<file path="config.mk">
export PLATFORM = sky130hd
export DESIGN_NAME = stream_range_stats_flat
export DESIGN_NICKNAME = d
export VERILOG_FILES = /design/src/rtl/stream_range_stats_pkg.sv /design/src/rtl/stream_range_stats_if.sv /design/src/rtl/stream_range_stats_minmax_update.sv /design/src/rtl/stream_range_stats.sv /design/src/flat_wrapper.sv
export SDC_FILE = /design/constraint.sdc
export NUM_CORES = 1
export LEC_CHECK = 0
export BUFFER_PORTS_ARGS = -buffer_cell sky130_fd_sc_hd__buf_4
export CORE_ASPECT_RATIO = 0.6
export CORE_MARGIN = 3
export CORE_UTILIZATION = 55
export DETAILED_ROUTE_END_ITERATION = 12
export PLACE_DENSITY = 0.8
export SYNTH_ARGS = -nofsm -noshare
export SYNTH_HDL_FRONTEND = slang
export SYNTH_SLANG_ARGS = --single-unit
</file>
<file path="constraint.sdc">
create_clock -name clock -period 3.6 [get_ports clock]
set_input_delay 0.18 -clock clock [delete_from_list [all_inputs] [get_ports clock]]
set_output_delay 0.18 -clock clock [all_outputs]
set_load 0.1 [all_outputs]
</file>
<file path="src/rtl/stream_range_stats_pkg.sv">
// Shared types for the stream range statistics block.
// Holds the controller state encoding and its width.
package range_stats_pkg;

    localparam int STATE_W = 2;

    typedef enum logic [STATE_W-1:0] {
        IDLE  = 2'd0,
        RUN   = 2'd1,
        ERROR = 2'd2
    } state_t;

endpackage

</file>
<file path="src/rtl/stream_range_stats_if.sv">
// Sample stream and result bundle of stream_range_stats.
// master drives samples and control, slave returns results.
interface stream_range_stats_if #(
    parameter int WIDTH     = 8,
    parameter int CNT_WIDTH = 8
);
    logic [WIDTH-1:0]     data_in;
    logic                 data_valid;
    logic                 go;
    logic                 finish;
    logic [WIDTH-1:0]     range;
    logic [WIDTH-1:0]     max_out;
    logic [WIDTH-1:0]     min_out;
    logic [CNT_WIDTH-1:0] count;
    logic                 done;
    logic                 busy;
    logic                 error;

    modport master (
        output data_in, data_valid, go, finish,
        input  range, max_out, min_out, count, done, busy, error
    );

    modport slave (
        input  data_in, data_valid, go, finish,
        output range, max_out, min_out, count, done, busy, error
    );
endinterface

</file>
<file path="src/rtl/stream_range_stats_minmax_update.sv">
// Running max/min update: all sample comparisons live here.
// load seeds both extremes with the sample.
module minmax_update #(
    parameter int WIDTH       = 8,
    parameter int SIGNED_MODE = 0
) (
    input  logic [WIDTH-1:0] sample,
    input  logic [WIDTH-1:0] cur_max,
    input  logic [WIDTH-1:0] cur_min,
    input  logic             load,
    output logic [WIDTH-1:0] new_max,
    output logic [WIDTH-1:0] new_min
);
    logic above;
    logic below;

    // Sample against current extremes, signedness chosen at build time
    always_comb begin
        if (SIGNED_MODE != 0) begin
            above = $signed(sample) > $signed(cur_max);
            below = $signed(sample) < $signed(cur_min);
        end else begin
            above = sample > cur_max;
            below = sample < cur_min;
        end
    end

    // Select the updated extremes
    always_comb begin
        new_max = cur_max;
        new_min = cur_min;
        if (load) begin
            new_max = sample;
            new_min = sample;
        end else begin
            if (above) new_max = sample;
            if (below) new_min = sample;
        end
    end
endmodule

</file>
<file path="src/rtl/stream_range_stats.sv">
// Tracks max, min, range and sample count over go..finish sequences.
// Optional counter: define RANGE_STATS_COUNT_EN, else count reads 0.
module stream_range_stats
    import range_stats_pkg::*;
#(
    parameter int WIDTH       = 8,
    parameter int CNT_WIDTH   = 8,
    parameter int SIGNED_MODE = 0
) (
    input logic                 clock,
    input logic                 reset,
    stream_range_stats_if.slave bus
);
    state_t           state;
    state_t           state_nxt;
    logic             go_q;
    logic             start;
    logic             fin;
    logic             upd;
    logic [WIDTH-1:0] run_max;
    logic [WIDTH-1:0] run_min;
    logic [WIDTH-1:0] new_max;
    logic [WIDTH-1:0] new_min;
    logic [WIDTH-1:0] nxt_max;
    logic [WIDTH-1:0] nxt_min;
    logic [WIDTH-1:0] range_q;
    logic [WIDTH-1:0] max_q;
    logic [WIDTH-1:0] min_q;
    logic             done_q;

    minmax_update #(
        .WIDTH       (WIDTH),
        .SIGNED_MODE (SIGNED_MODE)
    ) u_minmax (
        .sample  (bus.data_in),
        .cur_max (run_max),
        .cur_min (run_min),
        .load    (start),
        .new_max (new_max),
        .new_min (new_min)
    );

    // Next state; a fresh go edge in RUN aborts unless finish wins
    always_comb begin
        state_nxt = state;
        start     = 1'b0;
        fin       = 1'b0;
        unique case (state)
            IDLE: begin
                if (bus.go && !bus.finish) begin
                    state_nxt = RUN;
                    start     = 1'b1;
                end else if (bus.finish) begin
                    state_nxt = ERROR;
                end
            end
            RUN: begin
                if (bus.finish) begin
                    state_nxt = IDLE;
                    fin       = 1'b1;
                end else if (bus.go && !go_q) begin
                    state_nxt = ERROR;
                end
            end
            ERROR: begin
                if (bus.go && !bus.finish) begin
                    state_nxt = RUN;
                    start     = 1'b1;
                end
            end
            default: state_nxt = IDLE;
        endcase
    end

    // Running extremes after this cycle's sample, if any
    always_comb begin
        upd     = start || (state == RUN && bus.data_valid);
        nxt_max = upd ? new_max : run_max;
        nxt_min = upd ? new_min : run_min;
    end

    // State, go history and running extremes
    always_ff @(posedge clock or posedge reset) begin
        if (reset) begin
            state   <= IDLE;
            go_q    <= 1'b0;
            run_max <= '0;
            run_min <= '0;
        end else begin
            state   <= state_nxt;
            go_q    <= bus.go;
            run_max <= nxt_max;
            run_min <= nxt_min;
        end
    end

    // Result registers load only on a completed sequence
    always_ff @(posedge clock or posedge reset) begin
        if (reset) begin
            range_q <= '0;
            max_q   <= '0;
            min_q   <= '0;
            done_q  <= 1'b0;
        end else begin
            done_q <= fin;
            if (fin) begin
                max_q   <= nxt_max;
                min_q   <= nxt_min;
                range_q <= nxt_max - nxt_min;
            end
        end
    end

`ifdef RANGE_STATS_COUNT_EN
    logic [CNT_WIDTH-1:0] run_cnt;
    logic [CNT_WIDTH-1:0] nxt_cnt;
    logic [CNT_WIDTH-1:0] cnt_q;

    // Saturating sample count, seeded with the go-cycle sample
    always_comb begin
        nxt_cnt = run_cnt;
        if (start) begin
            nxt_cnt = CNT_WIDTH'(1);
        end else if (upd && run_cnt != '1) begin
            nxt_cnt = run_cnt + CNT_WIDTH'(1);
        end
    end

    // Running and published count
    always_ff @(posedge clock or posedge reset) begin
        if (reset) begin
            run_cnt <= '0;
            cnt_q   <= '0;
        end else begin
            run_cnt <= nxt_cnt;
            if (fin) cnt_q <= nxt_cnt;
        end
    end

    assign bus.count = cnt_q;
`else
    assign bus.count = '0;
`endif

    assign bus.range   = range_q;
    assign bus.max_out = max_q;
    assign bus.min_out = min_q;
    assign bus.done    = done_q;
    assign bus.busy    = (state == RUN);
    assign bus.error   = (state == ERROR);
endmodule

</file>
<file path="src/flat_wrapper.sv">
// flat-port wrapper written by rule: the top's interface ports become plain ports
module stream_range_stats_flat import range_stats_pkg::*;
#(
    parameter int WIDTH       = 8,
    parameter int CNT_WIDTH   = 8,
    parameter int SIGNED_MODE = 0
)
  (clock, reset, bus_data_in, bus_data_valid, bus_go, bus_finish, bus_range, bus_max_out, bus_min_out, bus_count, bus_done, bus_busy, bus_error);
  stream_range_stats_if #(.WIDTH(WIDTH), .CNT_WIDTH(CNT_WIDTH)) bus_i ();
  input logic clock;
  input logic reset;
  input wire logic [$bits(bus_i.data_in)-1:0] bus_data_in;
  input wire logic [$bits(bus_i.data_valid)-1:0] bus_data_valid;
  input wire logic [$bits(bus_i.go)-1:0] bus_go;
  input wire logic [$bits(bus_i.finish)-1:0] bus_finish;
  output wire logic [$bits(bus_i.range)-1:0] bus_range;
  output wire logic [$bits(bus_i.max_out)-1:0] bus_max_out;
  output wire logic [$bits(bus_i.min_out)-1:0] bus_min_out;
  output wire logic [$bits(bus_i.count)-1:0] bus_count;
  output wire logic [$bits(bus_i.done)-1:0] bus_done;
  output wire logic [$bits(bus_i.busy)-1:0] bus_busy;
  output wire logic [$bits(bus_i.error)-1:0] bus_error;
  assign bus_i.data_in = bus_data_in;
  assign bus_i.data_valid = bus_data_valid;
  assign bus_i.go = bus_go;
  assign bus_i.finish = bus_finish;
  assign bus_range = bus_i.range;
  assign bus_max_out = bus_i.max_out;
  assign bus_min_out = bus_i.min_out;
  assign bus_count = bus_i.count;
  assign bus_done = bus_i.done;
  assign bus_busy = bus_i.busy;
  assign bus_error = bus_i.error;
  stream_range_stats #(.WIDTH(WIDTH), .CNT_WIDTH(CNT_WIDTH), .SIGNED_MODE(SIGNED_MODE)) u_core (.clock(clock), .reset(reset), .bus(bus_i));
endmodule
</file>
==> flow_summary.toml, run 1 <==
[run_status]
status = "finished clean"

[timing]
hold_ws_ns = 0.0139
skew_ns = 0.0106
drv_slew = 0
tightest_slew_ns = 0.621
relSlewSlack_pct = 58.2
final-hold-violation-count = 0
post-route-min-period_ns = 3.47
finalSetupViolCount = 0
period_share_pct = 96.3
fmax_ghz = 0.289
setup_tns_ns = 0

[drt]
route.detailed.drc = 0
postRouteWirelength_mm = 5.67
firstDrtPassIters = 4
num_vias = 1876
ant_nets = 0
drt-wirelength-per-cell_um = 15.8
drtIter0Drc = 113
viasPerCell = 5.24

[logic_synthesis]
ys_types = 46
avgSynthCellArea_um2 = 10.1
synth-seq-area-share_pct = 44.5
synth_flop_cell = "dfrtp_1"
syn_inst = 245
synth_edf_count = 0
syn_area_um2 = 2470
synthArstFlopShare_pct = 100
synth-seq-cells = 44
yosys_warnings = 0

[floorplanning]
die_width_um = 92.6
io_pins = 48
core_area_um2 = 4210
die_y_um = 57.9
initial_utilization_pct = 58.7
row_count = 18
dieArea_um2 = 5360

[pwr]
max-vdd-ir-drop_mv = 0.767
total_power_mw = 2.79
power_density_nw_per_um2 = 906
cellLeakagePower_nw = 1.54

[critical_path]
crit_arrival_ns = 3.63
path_cells = "inv_1 > ha_1 > a211oi_2 > nor4_4 > nor2_1 > a21o_1 > buf_4 > mux2i_2 > ha_4 > o21ai_2 > a21oi_2 > nor4_2 > o21bai_2 > and3_4 > o21ai_2 > o311ai_2"
r2r_slack_ns = 0.13
path_common_cell = "o21ai_2"
cp_slowest_stage_delay_ns = 0.37
cp-end-kind = "register"
critPathKind = "register to register"
required_ns = 3.76
critPathMaxFanout = 4
setup.worst_path.start_class = "register"
cp_slowest_cell = "a211oi_2"

[layout]
fin_area_um2 = 3090
fill_cells = 304
fin_nets = 334
final_common_cell = "buf_4"
layout_common_cells = "buf_4, dfrtp_1, nand2_1, inv_1"
fin_util_pct = 73.3
antenna-diode-count = 0
multi_input_area_um2 = 1330
area_growth_pct = 24.8
drive_gt1_share_pct = 31.2
seq_area_um2 = 1100

[clock_tree]
cts-root-buf = "clkbuf_8"
cts_sinks = 44
insertion_delay_ns = 0.30
htreeDepth = 2
cts_hold_buffers = 0
cts_inserted_buffers = 5
clkSlewWorstSetupHoldPaths_ns = 0.09
clock_path_buffers = 2
cts_tree = "yes"

[grt]
grt_use_met3_pct = 4.54
grt_pass1_vias = 1806
grt_max_degree = 45
antenna_found_initial = 0
gr-total-overflow = 0
grt_use_met1_pct = 32.3
grt_pass1_wl_mm = 8.87
grt_busiest_layer = "met1"
grtUsageMet2_pct = 31.3
grt_util_all_layers_pct = 21.2

[placed_design]
dpl_cell_area_um2 = 2840
place_hpwl_mm = 4.03
io_buffers = 39
place_congestion = 0.828

[job]
cap_violations = 0

[min_path]
hold_path.class = "input pin to async pin"
-- flip-flops by register name, indices dropped and copies added, names as in the netlist --
signal / flops
u_core.bus.max_out: 8
u_core.bus.min_out: 8
u_core.bus.range: 8
u_core.run_max: 8
u_core.run_min: 8
u_core.state: 2
u_core.bus.done: 1
u_core.go_q: 1
-- area by class of cell --
| class | count | share of cell area [%] |
|---|---|---|
| sequential | 44 | 35.7 |
| multi-input combinational | 167 | 43.1 |
| clock inverter | 1 | 0.162 |
| tap | 60 | 2.43 |
| inverter | 28 | 3.41 |
| clock buffer | 6 | 2.35 |
| timing repair buffer | 52 | 12.9 |
-- routing by layer --
layer	wire length, µm	vias up	part of all wire, %
met5	0	-	0
met4	37	0	0.65
met3	345	8	6.1
met2	2520	55	44
met1	2770	887	49
li1	-	926	-
-- cells in the mapped netlist (2+ instances only) --
| cell | count | area, µm² |
|---|---|---|
| nor3_2 | 2 | 20.0 |
| buf_4 | 8 | 60.1 |
| o21ai_0 | 20 | 100 |
| nand2b_1 | 6 | 37.5 |
| a211oi_1 | 2 | 15.0 |
| nand2_1 | 36 | 135 |
| inv_1 | 27 | 101 |
| o31ai_1 | 2 | 15.0 |
| a31oi_1 | 2 | 12.5 |
| clkbuf_1 | 3 | 11.3 |
| nand3_1 | 2 | 10.0 |
| mux2_2 | 5 | 56.3 |
| nand4_1 | 3 | 18.8 |
| nor2_1 | 6 | 22.5 |
| nor2b_1 | 4 | 25.0 |
| a21o_1 | 4 | 30.0 |
| a21oi_2 | 2 | 17.5 |
| o21a_1 | 2 | 15.0 |
| mux2_4 | 2 | 30.0 |
| dfrtp_1 | 44 | 1100 |
| a21oi_1 | 7 | 35.0 |
| xnor2_1 | 2 | 17.5 |
| ha_1 | 22 | 275 |
| nand3b_1 | 2 | 15.0 |
| mux2i_1 | 8 | 80.1 |
| xor2_1 | 2 | 17.5 |
-- logic make-up (layout without fill, tap and decap cells) --
| family | Yosys count | after routing | share of synthesized area, % |
|---|---|---|---|
| adder cells (fa/ha/maj) | 23 | 23 | 11.9 |
| AO/OA/AOI/OAI | 49 | 49 | 12.8 |
| buffers and inverters | 41 | 87 | 8.15 |
| multiplexers | 15 | 15 | 6.73 |
| other | 1 | 8 | 0.152 |
| AND/OR/NAND/NOR | 68 | 68 | 14.3 |
| XOR/XNOR | 4 | 4 | 1.42 |
| flip-flops | 44 | 44 | 44.5 |
-- worst max-delay path, delay by kind of cell, from the launching register on --
family | cells | cell delay (ns)
simple gates | 4 | 0.65
mux | 1 | 0.35
compound gates | 7 | 1.15
buf+inv | 2 | 0.28
flops | 1 | 0.36
fa+ha+maj | 2 | 0.55
-- final timing paths --
path,startpoint,to,depth (start not counted)
setup / recovery,u_core.run_min[1],u_core.bus.range[7],16
hold / removal,reset,u_core.bus.min_out[6],3
setup reg to reg,u_core.run_min[1],u_core.bus.range[7],16
hold reg to reg,u_core.bus.max_out[5],u_core.bus.max_out[5],2
max in group asynchronous,reset,u_core.bus.max_out[4],3
min in group clock,bus_go,u_core.go_q,1
-- metrics by stage --
step | setup slack [ns] | std cells
2_1_floorplan | 0.316 | 252
3_3_place_gp | 0.0288 | 347
3_5_place_dp | -0.0280 | 347
4_1_cts | 0.0140 | 354
5_1_grt | -0.000438 | 358
6_report | 0.135 | 358
-- where the power goes --
group | total, mW | internal [mW] | switching [mW]
registers | 0.740 | 0.650 | 0.0901
clock network | 0.296 | 0.132 | 0.164
logic | 1.76 | 0.465 | 1.29
total | 2.79 | 1.25 | 1.55
-- what timing repair did --
action	4_1_cts	5_1_grt
gates cloned	0	0
buffers inserted	0	5
setup endpoints to repair	1	2
endpoints found under the hold margin	0	0
gates resized for setup	1	25
pin swaps	0	12
Note: power is estimated with default switching activity, not from simulation.
==> run 2, diff against run 1 <==
Settings changed: REMOVE_ABC_BUFFERS set to 1.
==> flow_summary.toml, run 2 (synthesis results as in run 1) <==
[run_status]
status = "complete, but fails checks"
violations = "hold timing"

[clock_tree]
cts_hold_buffers = 0
cts_tree = "yes"
cts-root-buf = "clkbuf_8"
clkSlewWorstSetupHoldPaths_ns = 0.09
insertion_delay_ns = 0.30
cts_inserted_buffers = 5
htreeDepth = 2
cts_sinks = 44
clock_path_buffers = 2

[timing]
period_share_pct = 96.0
tightest_slew_ns = 0.843
fmax_ghz = 0.289
final-hold-violation-count = 3
post-route-min-period_ns = 3.46
relSlewSlack_pct = 43.7
skew_ns = 0.00951
hold_ws_ns = -0.000761
finalSetupViolCount = 0
setup_tns_ns = 0
drv_slew = 0

[pwr]
max-vdd-ir-drop_mv = 0.676
cellLeakagePower_nw = 1.54
switching_share_pct = 53.6
total_power_mw = 2.86
pwr-share-seq_pct = 25.8
clockPowerShare_pct = 14.5
power_density_nw_per_um2 = 939
power.switching_mw = 1.53
power_frac_comb_pct = 59.7
internal_power_mw = 1.33

[min_path]
hold_path.class = "input pin to async pin"

[drt]
firstDrtPassIters = 4
num_vias = 1842
route.detailed.drc = 0
drt-wirelength-per-cell_um = 14.9
viasPerCell = 5.17
postRouteWirelength_mm = 5.32
drtIter0Drc = 107
ant_nets = 0

[job]
cap_violations = 0

[grt]
grt_util_all_layers_pct = 20.9
gr-total-overflow = 0
grt_max_degree = 45
grt_pass1_vias = 1805
grt_pass1_wl_mm = 8.65
grtUsageMet2_pct = 31.5
grt_use_met3_pct = 5.19
antenna_found_initial = 0
grt_busiest_layer = "met2"
grt_use_met1_pct = 30.5

[layout]
multi_input_area_um2 = 1270
seq_area_um2 = 1100
final_common_cell = "buf_4"
layout_common_cells = "buf_4, dfrtp_1, nand2_1, inv_1, ha_1"
drive_gt1_share_pct = 29.4
fill_cells = 337
area_growth_pct = 23.3
fin_nets = 331
antenna-diode-count = 0

[placed_design]
place_congestion = 0.801
place_hpwl_mm = 3.82
io_buffers = 39

[floorplanning]
dieArea_um2 = 5360
initial_utilization_pct = 58.7
io_pins = 48
die_width_um = 92.6
die_y_um = 57.9
core_area_um2 = 4210
row_count = 18

[critical_path]
critPathLaunch = "u_core.run_max[2]"
cp-end-kind = "register"
crit_arrival_ns = 3.61
required_ns = 3.76
setup.worst_path.start_class = "register"
critPathMaxFanout = 3
critPathKind = "register to register"
timing.rr.start = "u_core.run_max[2]"
==> run 2: repair_timing <==
item	CTS	global route
pin swaps	2	3
setup buffers	2	0
endpoints found under the hold margin	0	0
setup endpoints to repair	2	2
resized for setup	4	14
==> run 2: layer usage <==
layer / up-vias / wire (µm) / part of all wire, %
met2: 59 / 2290 / 43
met1: 856 / 2540 / 48
met5: - / 0 / 0
met4: 0 / 56 / 1.1
met3: 8 / 427 / 8.0
li1: 919 / - / -
==> run 2: metrics by stage <==
step	utilization, %	instances	instance area [µm²]	setup slack, ns
finish	72.4	356	3050	0.145
global route	72.4	356	3050	-0.0625
CTS	71.0	356	2990	0.00264
detailed placement	67.2	346	2830	-0.119
global placement	67.2	346	2830	0.0256
floorplan	-	239	2400	-0.00979
==> run 2: worst paths after layout <==
| path | to | slack (ns) | cells past startpoint |
|---|---|---|---|
| max | u_core.bus.range[6] | 0.14 | 17 |
| min | u_core.bus.min_out[4] | -0.0008 | 3 |
| max reg2reg | u_core.bus.range[6] | 0.14 | 17 |
| min reg2reg | u_core.bus.min_out[7] | 0.49 | 1 |
| max in group asynchronous | u_core.bus.min_out[6] | 3.23 | 3 |
| min in group clock | u_core.go_q | 0.02 | 1 |
==> run 2: layout make-up <==
type	count	share of cell area (%)
Multi-Input combinational cell	167	41.7
Clock inverter	1	0.985
Tap cell	60	2.46
Sequential cell	44	36.1
Clock buffer	7	3.16
Inverter	28	3.45
Timing Repair Buffer	49	12.1
==> run 2: power by group through the flow <==
stage / clock, mW / sequential, mW / combinational, mW
final: 0.416 / 0.738 / 1.71
after global routing: 0.440 / 0.762 / 1.80
after CTS: 0.420 / 0.737 / 1.66
after detailed placement: 0 / 0.744 / 1.64
after global placement: 0 / 0.737 / 1.62
after floorplan: 0 / 1.54 / 0.496
==> run 2: critical path, stage by stage (launching register included) <==
cell,delay (ns)
dfrtp_1,0.36
inv_1,0.05
ha_1,0.31
nand4_1,0.14
or3b_4,0.41
a21oi_4,0.18
nor3_4,0.07
buf_4,0.16
mux2i_4,0.17
ha_2,0.24
fa_2,0.24
nor2b_1,0.06
o21ai_1,0.17
nand2b_1,0.13
a21o_1,0.20
a21oi_2,0.15
xor2_1,0.17
o21ai_0,0.09
